File: src/rtl/decode_stage.sv
// decode_stage: registered RV32I instruction-decode stage between fetch and execute.
// Each accepted instruction is decoded into a control bundle. The bundle is held
// in a two-entry FIFO made of an output register and a skid register, so fetch can
// stream at full rate while execute applies backpressure. A synchronous flush
// empties both entries.
// Optional feature: define DECODE_RVM_EN to decode M-extension (funct7=0000001) ops.
module decode_stage #(
   parameter int PC_W    = 32,
   parameter int COUNT_W = 32
) (
   input  logic               clk,
   input  logic               rst,
   input  logic               flush,
   input  logic               in_valid,
   output logic               in_ready,
   input  logic [31:0]        in_instr,
   input  logic [PC_W-1:0]    in_pc,
   output logic               out_valid,
   input  logic               out_ready,
   output logic [PC_W-1:0]    out_pc,
   output logic [4:0]         rd,
   output logic [4:0]         rs1,
   output logic [4:0]         rs2,
   output logic               reg_wr,
   output logic               mem_wr,
   output logic               sel_A,
   output logic               sel_B,
   output logic [1:0]         wb_sel,
   output logic [2:0]         rd_wr_mem,
   output logic [2:0]         br_type,
   output logic [3:0]         alu_op,
   output logic [31:0]        immediate,
   output logic               illegal,
   output logic               md_en,
   output logic [2:0]         md_op,
   output logic [COUNT_W-1:0] dec_count
);

   localparam logic [6:0] OPC_OP     = 7'b0110011;
   localparam logic [6:0] OPC_OP_IMM = 7'b0010011;
   localparam logic [6:0] OPC_LOAD   = 7'b0000011;
   localparam logic [6:0] OPC_STORE  = 7'b0100011;
   localparam logic [6:0] OPC_BRANCH = 7'b1100011;
   localparam logic [6:0] OPC_JAL    = 7'b1101111;
   localparam logic [6:0] OPC_JALR   = 7'b1100111;
   localparam logic [6:0] OPC_LUI    = 7'b0110111;
   localparam logic [6:0] OPC_AUIPC  = 7'b0010111;

   localparam logic [6:0] F7_BASE    = 7'b0000000;
   localparam logic [6:0] F7_ALT     = 7'b0100000;
   localparam logic [6:0] F7_MULDIV  = 7'b0000001;

   localparam logic [2:0] BR_NONE    = 3'b010;
   localparam logic [2:0] BR_JUMP    = 3'b011;

   localparam logic [1:0] WB_ALU     = 2'b00;
   localparam logic [1:0] WB_MEM     = 2'b01;
   localparam logic [1:0] WB_PC4     = 2'b10;
   localparam logic [1:0] WB_IMM     = 2'b11;

   typedef struct packed {
      logic [PC_W-1:0] pc;
      logic [4:0]      rd;
      logic [4:0]      rs1;
      logic [4:0]      rs2;
      logic            reg_wr;
      logic            mem_wr;
      logic            sel_a;
      logic            sel_b;
      logic [1:0]      wb_sel;
      logic [2:0]      rd_wr_mem;
      logic [2:0]      br_type;
      logic [3:0]      alu_op;
      logic [31:0]     immediate;
      logic            illegal;
      logic            md_en;
      logic [2:0]      md_op;
   } bundle_t;

   // Idle bundle: everything zero, no branch.
   function automatic bundle_t rst_bundle();
      bundle_t b;
      b         = '0;
      b.br_type = BR_NONE;
      return b;
   endfunction

   // Full RV32I decode of one instruction word into a control bundle.
   function automatic bundle_t decode(input logic [31:0] instr, input logic [PC_W-1:0] pc);
      bundle_t           b;
      logic [6:0]        opc;
      logic [2:0]        f3;
      logic [6:0]        f7;
      logic signed [31:0] imm_i;
      logic signed [31:0] imm_s;
      logic signed [31:0] imm_b;
      logic signed [31:0] imm_j;
      logic signed [31:0] imm_u;

      opc   = instr[6:0];
      f3    = instr[14:12];
      f7    = instr[31:25];
      imm_i = {{20{instr[31]}}, instr[31:20]};
      imm_s = {{20{instr[31]}}, instr[31:25], instr[11:7]};
      imm_b = {{19{instr[31]}}, instr[31], instr[7], instr[30:25], instr[11:8], 1'b0};
      imm_j = {{11{instr[31]}}, instr[31], instr[19:12], instr[20], instr[30:21], 1'b0};
      imm_u = {instr[31:12], 12'h000};

      b           = rst_bundle();
      b.pc        = pc;
      b.rd        = instr[11:7];
      b.rs1       = instr[19:15];
      b.rs2       = instr[24:20];
      b.rd_wr_mem = f3;

      case (opc)
         OPC_OP: begin
            b.alu_op = {f3, instr[30]};
            b.reg_wr = 1'b1;
            if (f7 == F7_ALT) begin
               // Only SUB and SRA have an alternate encoding.
               if (f3 != 3'b000 && f3 != 3'b101) b.illegal = 1'b1;
            end
`ifdef DECODE_RVM_EN
            else if (f7 == F7_MULDIV) begin
               b.md_en  = 1'b1;
               b.md_op  = f3;
               b.wb_sel = WB_ALU;
            end
`else
            else if (f7 == F7_MULDIV) begin
               b.illegal = 1'b1;
            end
`endif
            else if (f7 != F7_BASE) begin
               b.illegal = 1'b1;
            end
         end
         OPC_OP_IMM: begin
            // bit30 selects SRAI vs SRLI; for every other funct3 it is immediate data.
            b.alu_op    = {f3, (f3 == 3'b101) ? instr[30] : 1'b0};
            b.reg_wr    = 1'b1;
            b.sel_b     = 1'b1;
            b.immediate = imm_i;
            if (f3 == 3'b001 && f7 != F7_BASE) b.illegal = 1'b1;
            if (f3 == 3'b101 && f7 != F7_BASE && f7 != F7_ALT) b.illegal = 1'b1;
         end
         OPC_LOAD: begin
            b.reg_wr    = 1'b1;
            b.sel_b     = 1'b1;
            b.wb_sel    = WB_MEM;
            b.immediate = imm_i;
         end
         OPC_STORE: begin
            b.mem_wr    = 1'b1;
            b.sel_b     = 1'b1;
            b.immediate = imm_s;
         end
         OPC_BRANCH: begin
            b.sel_a     = 1'b1;
            b.sel_b     = 1'b1;
            b.br_type   = f3;
            b.immediate = imm_b;
            if (f3 == 3'b010 || f3 == 3'b011) b.illegal = 1'b1;
         end
         OPC_JAL: begin
            b.reg_wr    = 1'b1;
            b.sel_a     = 1'b1;
            b.sel_b     = 1'b1;
            b.wb_sel    = WB_PC4;
            b.br_type   = BR_JUMP;
            b.immediate = imm_j;
         end
         OPC_JALR: begin
            b.reg_wr    = 1'b1;
            b.sel_b     = 1'b1;
            b.wb_sel    = WB_PC4;
            b.br_type   = BR_JUMP;
            b.immediate = imm_i;
         end
         OPC_LUI: begin
            b.reg_wr    = 1'b1;
            b.sel_b     = 1'b1;
            b.wb_sel    = WB_IMM;
            b.immediate = imm_u;
         end
         OPC_AUIPC: begin
            b.reg_wr    = 1'b1;
            b.sel_a     = 1'b1;
            b.sel_b     = 1'b1;
            b.wb_sel    = WB_ALU;
            b.immediate = imm_u;
         end
         default: begin
            b.illegal = 1'b1;
         end
      endcase

      // An illegal bundle still flows to execute but must have no side effects.
      if (b.illegal) begin
         b.reg_wr  = 1'b0;
         b.mem_wr  = 1'b0;
         b.br_type = BR_NONE;
         b.md_en   = 1'b0;
         b.md_op   = 3'b000;
      end
      return b;
   endfunction

   bundle_t            new_bndl_p0;
   bundle_t            out_bndl_p1;
   bundle_t            skid_bndl_p1;
   logic               vld_p1;
   logic               skid_vld_p1;
   logic [COUNT_W-1:0] count_p1;
   logic               in_fire;
   logic               out_fire;

   // ---- stage p0: decode the incoming word; flush cancels both transfers ----
   assign new_bndl_p0 = decode(in_instr, in_pc);
   assign in_fire     = in_valid & ~skid_vld_p1 & ~flush;
   assign out_fire    = vld_p1 & out_ready & ~flush;

   // Occupancy flags and output-transfer counter.
   always_ff @(posedge clk) begin
      if (rst) begin
         vld_p1      <= 1'b0;
         skid_vld_p1 <= 1'b0;
         count_p1    <= '0;
      end else if (flush) begin
         vld_p1      <= 1'b0;
         skid_vld_p1 <= 1'b0;
      end else begin
         if (out_fire) begin
            count_p1    <= count_p1 + COUNT_W'(1);
            // Skid (if any) or the new bundle refills the output; skid always drains.
            vld_p1      <= skid_vld_p1 | in_fire;
            skid_vld_p1 <= 1'b0;
         end else begin
            vld_p1      <= vld_p1 | in_fire;
            skid_vld_p1 <= skid_vld_p1 | (vld_p1 & in_fire);
         end
      end
   end

   // Bundle storage: route the new bundle to output or skid, keeping FIFO order.
   always_ff @(posedge clk) begin
      if (rst) begin
         out_bndl_p1  <= rst_bundle();
         skid_bndl_p1 <= rst_bundle();
      end else if (!flush) begin
         if (out_fire) begin
            if (skid_vld_p1)  out_bndl_p1 <= skid_bndl_p1;
            else if (in_fire) out_bndl_p1 <= new_bndl_p0;
         end else if (in_fire) begin
            if (vld_p1) skid_bndl_p1 <= new_bndl_p0;
            else        out_bndl_p1  <= new_bndl_p0;
         end
      end
   end

   // ---- stage p1: present the output entry ----
   assign in_ready  = ~skid_vld_p1;
   assign out_valid = vld_p1;
   assign out_pc    = out_bndl_p1.pc;
   assign rd        = out_bndl_p1.rd;
   assign rs1       = out_bndl_p1.rs1;
   assign rs2       = out_bndl_p1.rs2;
   assign reg_wr    = out_bndl_p1.reg_wr;
   assign mem_wr    = out_bndl_p1.mem_wr;
   assign sel_A     = out_bndl_p1.sel_a;
   assign sel_B     = out_bndl_p1.sel_b;
   assign wb_sel    = out_bndl_p1.wb_sel;
   assign rd_wr_mem = out_bndl_p1.rd_wr_mem;
   assign br_type   = out_bndl_p1.br_type;
   assign alu_op    = out_bndl_p1.alu_op;
   assign immediate = out_bndl_p1.immediate;
   assign illegal   = out_bndl_p1.illegal;
   assign md_en     = out_bndl_p1.md_en;
   assign md_op     = out_bndl_p1.md_op;
   assign dec_count = count_p1;

endmodule

File: config.mk
export PLATFORM = sky130hd
export DESIGN_NAME = decode_stage
export DESIGN_NICKNAME = d
export VERILOG_FILES = /design/src/rtl/decode_stage.sv
export SDC_FILE = /design/constraint.sdc
export NUM_CORES = 1
export LEC_CHECK = 0
export CAP_MARGIN = 20
export CORE_MARGIN = 5
export CORE_UTILIZATION = 51
export CTS_CLUSTER_SIZE = 40
export DETAILED_ROUTE_END_ITERATION = 8
export HOLD_SLACK_MARGIN = 0.1
export MAX_ROUTING_LAYER = met4
export PLACE_DENSITY = 0.8
export SYNTH_ARGS = -nofsm -noshare
export SYNTH_HDL_FRONTEND = slang
export SYNTH_SLANG_ARGS = --single-unit
File: constraint.sdc
create_clock -name clk -period 2.76 [get_ports clk]
set_input_delay 0.276 -clock clk [delete_from_list [all_inputs] [get_ports clk]]
set_output_delay 0.276 -clock clk [all_outputs]
set_load 0.05 [all_outputs]
==> results of run 1 <==
==> power by group <==
group	internal, mW	switching, mW
logic	0.320	0.569
registers	3.35	0.0466
clock network	2.00	1.30
total	5.67	1.92
==> state kept, by name (all words and copies together) (netlist names) <==
| register | cells |
|---|---|
| alu_op | 4 |
| br_type | 3 |
| dec_count | 32 |
| illegal | 1 |
| immediate | 32 |
| mem_wr | 1 |
| out_pc | 32 |
| out_valid | 1 |
| rd | 5 |
| rd_wr_mem | 3 |
| reg_wr | 1 |
| rs1 | 5 |
| rs2 | 5 |
| sel_A | 1 |
| sel_B | 1 |
| skid_bndl_p1 | 96 |
| skid_vld_p1 | 1 |
| wb_sel | 2 |
==> cell families after synthesis <==
logic type | share of synthesized area [%]
adders and majority gates | 0.1302
muxes | 0.2083
xor gates and xnor gates | 2.461
and+or+nand+nor | 22.73
AOI/OAI and AO/OA | 21.31
DFF | 47.08
other | 0.03902
buffers and inverters | 6.041
==> cells in the final DEF (no fill, tap or decap), types with 5 or more instances in the layout <==
master / Yosys / routed
buf_12: 0 / 8
dfxtp_1: 226 / 226
inv_1: 11 / 11
clkbuf_16: 0 / 25
or3_1: 7 / 7
and3_1: 9 / 9
nand2b_1: 6 / 6
nand2_1: 268 / 266
a22oi_1: 23 / 23
a21oi_1: 120 / 120
clkinv_2: 0 / 5
nor2_1: 100 / 100
buf_4: 5 / 28
xnor2_1: 23 / 23
a221oi_1: 6 / 6
nor4_1: 13 / 13
clkbuf_8: 6 / 6
and4_1: 5 / 5
nand3_1: 30 / 30
nor3_1: 13 / 13
o211ai_1: 5 / 5
a311oi_1: 52 / 52
nand4_1: 5 / 5
o22ai_1: 12 / 12
a31oi_1: 8 / 8
clkdlybuf4s50_1: 0 / 197
o21ai_0: 58 / 58
a22o_1: 11 / 11
==> metal layers <==
| layer | up-vias | routed length (um) | global-route usage (%) |
|---|---|---|---|
| li1 | 4459 | - | - |
| met1 | 4302 | 11960 | 33.34 |
| met2 | 357 | 13030 | 40.21 |
| met3 | 66 | 2058 | 3.671 |
| met4 | 0 | 858 | 8.434 |
| met5 | - | 0 | - |
==> through the flow <==
step	power, mW	cell area [um^2]	util (%)
after floorplan	3.992	9622	-
after global placement	4.340	11740	62.96
after CTS	7.668	12570	67.42
after detailed placement	4.349	11740	62.96
final	7.588	12570	67.42
after global routing	7.843	12570	67.42
==> worst max-delay path by stage <==
stage                     cells after the start  slack, ns                            end
after global routing                          6       0.41     immediate[25]$_SDFFE_PP0P_
final                                         6       0.63     immediate[30]$_SDFFE_PP0P_
after global placement                        7       0.30     immediate[23]$_SDFFE_PP0P_
after detailed placement                      7       0.25  skid_bndl_p1[34]$_SDFFE_PP0P_
after CTS                                     1       0.62                      out_valid
after floorplan                               7       0.67     dec_count[28]$_SDFFE_PP0P_
==> cell type report <==
cell class / instances / area [um^2] / area share, %
flip-flops and latches: 226 / 4524 / 35.99
well taps: 234 / 292.8 / 2.329
inverters: 11 / 41.29 / 0.3285
multi-input cells: 845 / 4537 / 36.09
repair buffers: 233 / 2342 / 18.63
clock inverters: 11 / 116.4 / 0.9257
clock buffers: 33 / 715.7 / 5.694
==> worst max-delay path: stages (launching register included) <==
cell and delay, ns:
dfxtp_1 0.46, mux2i_1 0.36, or3_1 0.17, buf_4 0.41
nor3_2 0.10, nand3_1 0.37, nand2_1 0.10
==> flow_metrics.py, run 1 <==
metrics = {
    "timing": {
        "period_needed_ns": 2.133,
        "clock_skew_ns": 0.01163,
        "worst_slew_pin_slew_ns": 1.003,
        "finalCritPeriodShare_pct": 77.29,
        "rsz0062_at_grt": "no",
        "report.final.slew_viol_count": 0,
        "fmax_mhz": 468.8,
        "fin_tns_setup_ns": 0,
        "fin_ws_ns": 0.6269,
        "finalSetupViolCount": 0,
        "relSlewSlack_pct": 33.13,
        "hold_slack_ns": 0.2079,
        "hold_viol_final": 0,
    },
    "critical_path": {
        "startpoint_type": "flip-flop",
        "cp.required_ns": 3.14,
        "rr_startpoint": "skid_vld_p1$_SDFF_PP0_",
        "arrival_ns": 2.51,
        "r2r-end": "immediate[30]$_SDFFE_PP0P_",
        "crit_path_end_kind": "flip-flop",
        "cp-startpoint": "skid_vld_p1$_SDFF_PP0_",
        "criticalPathCategory": "flip-flop to flip-flop",
        "r2r_setup_slack_ns": 0.63,
        "crit_fanout": 43,
        "r2r_cells": 6,
    },
    "status": {
        "outcome": "completed",
    },
    "synth": {
        "yosys-top-cells-area": "dfxtp_1 (47%), nand2_1 (10%), a21oi_1 (6.2%)",
        "yosys.area.top_type": "dfxtp_1",
        "syn-cell-area_um2": 9610,
        "synthFlopType": "dfxtp_1",
        "synth_edf_count": 0,
        "yosysSeqAreaShare_pct": 47.08,
        "synth.ff_latch_count": 226,
        "yosys-top-cells-count": "nand2_1 (268), dfxtp_1 (226), a21oi_1 (120)",
        "synth_most_common_cell": "nand2_1",
        "synthArstFlopShare_pct": 0,
        "avgSynthCellArea_um2": 8.110,
        "yosysUniqueCellTypes": 67,
        "yosysWarningCount": 0,
        "netlist_instances": 1185,
        "yosys.area.top_type_share_pct": 47.08,
    },
    "final_layout": {
        "area_growth_pct": 30.79,
        "num-nets-final": 1411,
        "drive_above_1_share_pct": 7.064,
        "stdcell_count": 1593,
        "diodes": 0,
        "fill_cells": 1556,
    },
    "placement": {
        "numPortBuffers": 198,
        "dp_slack_ns": 0.2513,
        "hpwl_mm": 18.29,
        "place.gp.congestion": 0.9284,
        "post-place-cells": 1549,
    },
    "clocking": {
        "postCtsHoldBufs": 0,
        "h-tree-depth": 1,
        "tritoncts": "built",
        "clock_latency_ns": 0.51,
        "cts_resized": 0,
        "cts_buffer_depth": 3,
        "cts_setup_buffers": 0,
        "cts_buffers": 24,
        "root_buffer": "clkbuf_16",
        "cts.clk_slew.worst_paths_ns": 0.06,
        "cts.sinks": 226,
    },
    "grt": {
        "antenna_found_initial": 0,
        "grt_pass1_wl_mm": 44.62,
        "grt_max_degree": 108,
        "grtUsageTotal_pct": 25.29,
        "grt_pass1_vias": 8654,
        "grt_overflow_total": 0,
    },
    "route": {
        "drt-initial-drc-count": 922,
        "detail_route.wl_per_cell_um": 17.52,
        "totalWireLength_mm": 27.91,
        "first_pass_iters": 5,
        "antenna_left": 0,
        "viasPerCell": 5.765,
        "drcViolationCount": 0,
        "vias": 9184,
    },
    "power_and_ir_drop": {
        "power_leakage_nw": 4.445,
        "power_density_nw_per_um2": 603.7,
        "ir_drop_uv": 456.6,
    },
    "die": {
        "fp.coreArea_um2": 18640,
        "die_width_um": 147.3,
        "io_pins": 203,
        "num_rows": 50,
        "start_util_pct": 51.55,
        "dieArea_um2": 21690,
        "die_y_um": 147.3,
    },
    "worst_hold_path": {
        "worstHoldStart": "rst",
        "min_to": "skid_bndl_p1[12]$_SDFFE_PP0P_",
        "hp-class": "primary input to flip-flop",
        "worstHoldPathCells": 2,
    },
    "job": {
        "max_cap_violations": 0,
    },
}
(Power assumes the default switching activity.)
==> inputs of run 2 (changes only) <==
==> constraint.sdc (replaced) <==
create_clock -name clk -period 2.1 [get_ports clk]
set_input_delay 0.21 -clock clk [delete_from_list [all_inputs] [get_ports clk]]
set_output_delay 0.21 -clock clk [all_outputs]
set_load 0.05 [all_outputs]
==> flow_metrics.py, run 2 (synthesis results as in run 1) <==
metrics = {
    "timing": {
        "finalSetupViolCount": 0,
        "worst_slew_pin_slew_ns": 0.8602,
        "rsz0062_at_grt": "no",
        "relSlewSlack_pct": 42.66,
        "fmax_mhz": 489.2,
        "period_needed_ns": 2.044,
        "clock_skew_ns": 0.008344,
        "report.final.slew_viol_count": 0,
        "hold_viol_final": 0,
        "finalCritPeriodShare_pct": 97.34,
    },
    "critical_path": {
        "crit_path_cell_trace": "clkdlybuf4s50_1",
        "startpoint_type": "flip-flop",
        "cp.required_ns": 1.89,
        "crit_path_end_kind": "primary output",
        "cp-startpoint": "dec_count[8]$_SDFFE_PP0P_",
        "cpMaxStageDelayCell": "clkdlybuf4s50_1",
        "timing.critical_path.buf_inv": 1,
        "rr_startpoint": "skid_vld_p1$_SDFF_PP0_",
        "cp_top_family": "buffers and inverters",
        "crit_fanout": 5,
        "criticalPathCategory": "flip-flop to primary output",
        "arrival_ns": 1.83,
        "slowest_delay_ns": 0.86,
    },
    "worst_hold_path": {
        "hp-class": "primary input to flip-flop",
        "worstHoldStart": "rst",
    },
    "clocking": {
        "cts_buffer_depth": 3,
        "cts_buffers": 23,
        "cts.clk_slew.worst_paths_ns": 0.06,
        "clock_latency_ns": 0.50,
        "tritoncts": "built",
        "cts_setup_buffers": 0,
        "cts.sinks": 226,
        "root_buffer": "clkbuf_16",
        "h-tree-depth": 1,
    },
    "die": {
        "start_util_pct": 51.55,
        "dieArea_um2": 21690,
        "die_y_um": 147.3,
        "fp.coreArea_um2": 18640,
        "io_pins": 203,
        "die_width_um": 147.3,
        "num_rows": 50,
    },
    "route": {
        "first_pass_iters": 5,
        "vias": 9465,
        "viasPerCell": 5.768,
        "totalWireLength_mm": 28.68,
        "antenna_left": 0,
        "detail_route.wl_per_cell_um": 17.48,
        "drcViolationCount": 0,
        "drt-initial-drc-count": 761,
    },
    "placement": {
        "numPortBuffers": 198,
        "place_area_um2": 12130,
        "hpwl_mm": 19.18,
        "place.gp.congestion": 0.9295,
    },
    "final_layout": {
        "area_growth_pct": 35.19,
        "layout_common_cells": "nand2_1 (266), dfxtp_1 (226), clkdlybuf4s50_1 (196), a21oi_1 (120), nor2_1 (100)",
        "largest_reg_flops": 96,
        "largest_register": "skid_bndl_p1",
        "postLayoutCoreUtil_pct": 69.69,
        "fill_cells": 1448,
        "num-nets-final": 1460,
        "final_common_cell": "nand2_1",
        "postLayoutCellArea_um2": 12990,
        "drive_above_1_share_pct": 9.957,
    },
    "grt": {
        "grt_pass1_vias": 8849,
        "grt_overflow_total": 0,
        "grtUsageTotal_pct": 25.78,
        "antenna_found_initial": 1,
        "grt_max_degree": 75,
        "grt_pass1_wl_mm": 45.63,
    },
    "job": {
        "max_cap_violations": 0,
    },
    "power_and_ir_drop": {
        "power_leakage_nw": 4.724,
        "power_density_nw_per_um2": 795.1,
        "ir_drop_uv": 523.7,
        "power.total_mw": 10.33,
    },
    "status": {
        "outcome": "completed",
    },
}
run 2: layout make-up:
type / instances / area (um^2) / area share, %
repair buffers: 283 / 2733 / 21.03
clock buffers: 34 / 676.9 / 5.210
flip-flops and latches: 226 / 4524 / 34.82
well taps: 234 / 292.8 / 2.253
clock inverters: 7 / 185.2 / 1.425
diodes: 1 / 2.502 / 0.01926
inverters: 11 / 41.29 / 0.3178
multi-input cells: 845 / 4537 / 34.92
run 2: power breakdown:
group	total (mW)	switching [mW]	internal, mW
logic	1.23	0.765	0.468
clock network	4.64	1.68	2.96
registers	4.46	0.0630	4.40
total	10.3	2.50	7.83
run 2: through the flow:
step	setup slack [ns]	TNS [ns]	instances	hold slack, ns
6_report	0.05586	0	1641	0.2697
5_1_grt	0.01018	0	1641	0.2836
4_1_cts	0.03880	0	1640	0.2533
3_5_place_dp	-0.1338	-6.736	1599	0.4465
3_3_place_gp	-0.09469	-5.821	1599	0.4388
2_1_floorplan	0.01034	0	1188	0.3224
run 2: metal layers:
metal / wire, um / vias to the layer above / GRT usage [%]
li1: - / 4556 / -
met1: 11940 / 4440 / 32.80
met2: 13740 / 415 / 42.30
met3: 2200 / 54 / 4.349
met4: 802 / 0 / 7.875
met5: 0 / - / -
run 2: timing repair:
action                     4_1_cts  5_1_grt
setup endpoints to repair        0        1
gates resized for setup          0        1
hold buffers                     0        0
run 2: path summary, 6_finish.rpt:
| check | endpoint | slack (ns) | depth (start not counted) |
|---|---|---|---|
| min reg2reg | skid_bndl_p1[95]$_SDFFE_PP0P_ | 0.45 | 2 |
| min | dec_count[14]$_SDFFE_PP0P_ | 0.27 | 3 |
| max reg2reg | skid_bndl_p1[81]$_SDFFE_PP0P_ | 0.16 | 6 |
| max | dec_count[8] | 0.06 | 1 |
run 2: worst reg2reg max path: cells and delay by family, from the launching register on:
| family | cells | cell delay, ns |
|---|---|---|
| AND/OR/NAND/NOR | 4 | 0.56 |
| AO/OA/AOI/OAI | 1 | 0.18 |
| flip-flops | 1 | 0.46 |
| buffers and inverters | 1 | 0.67 |
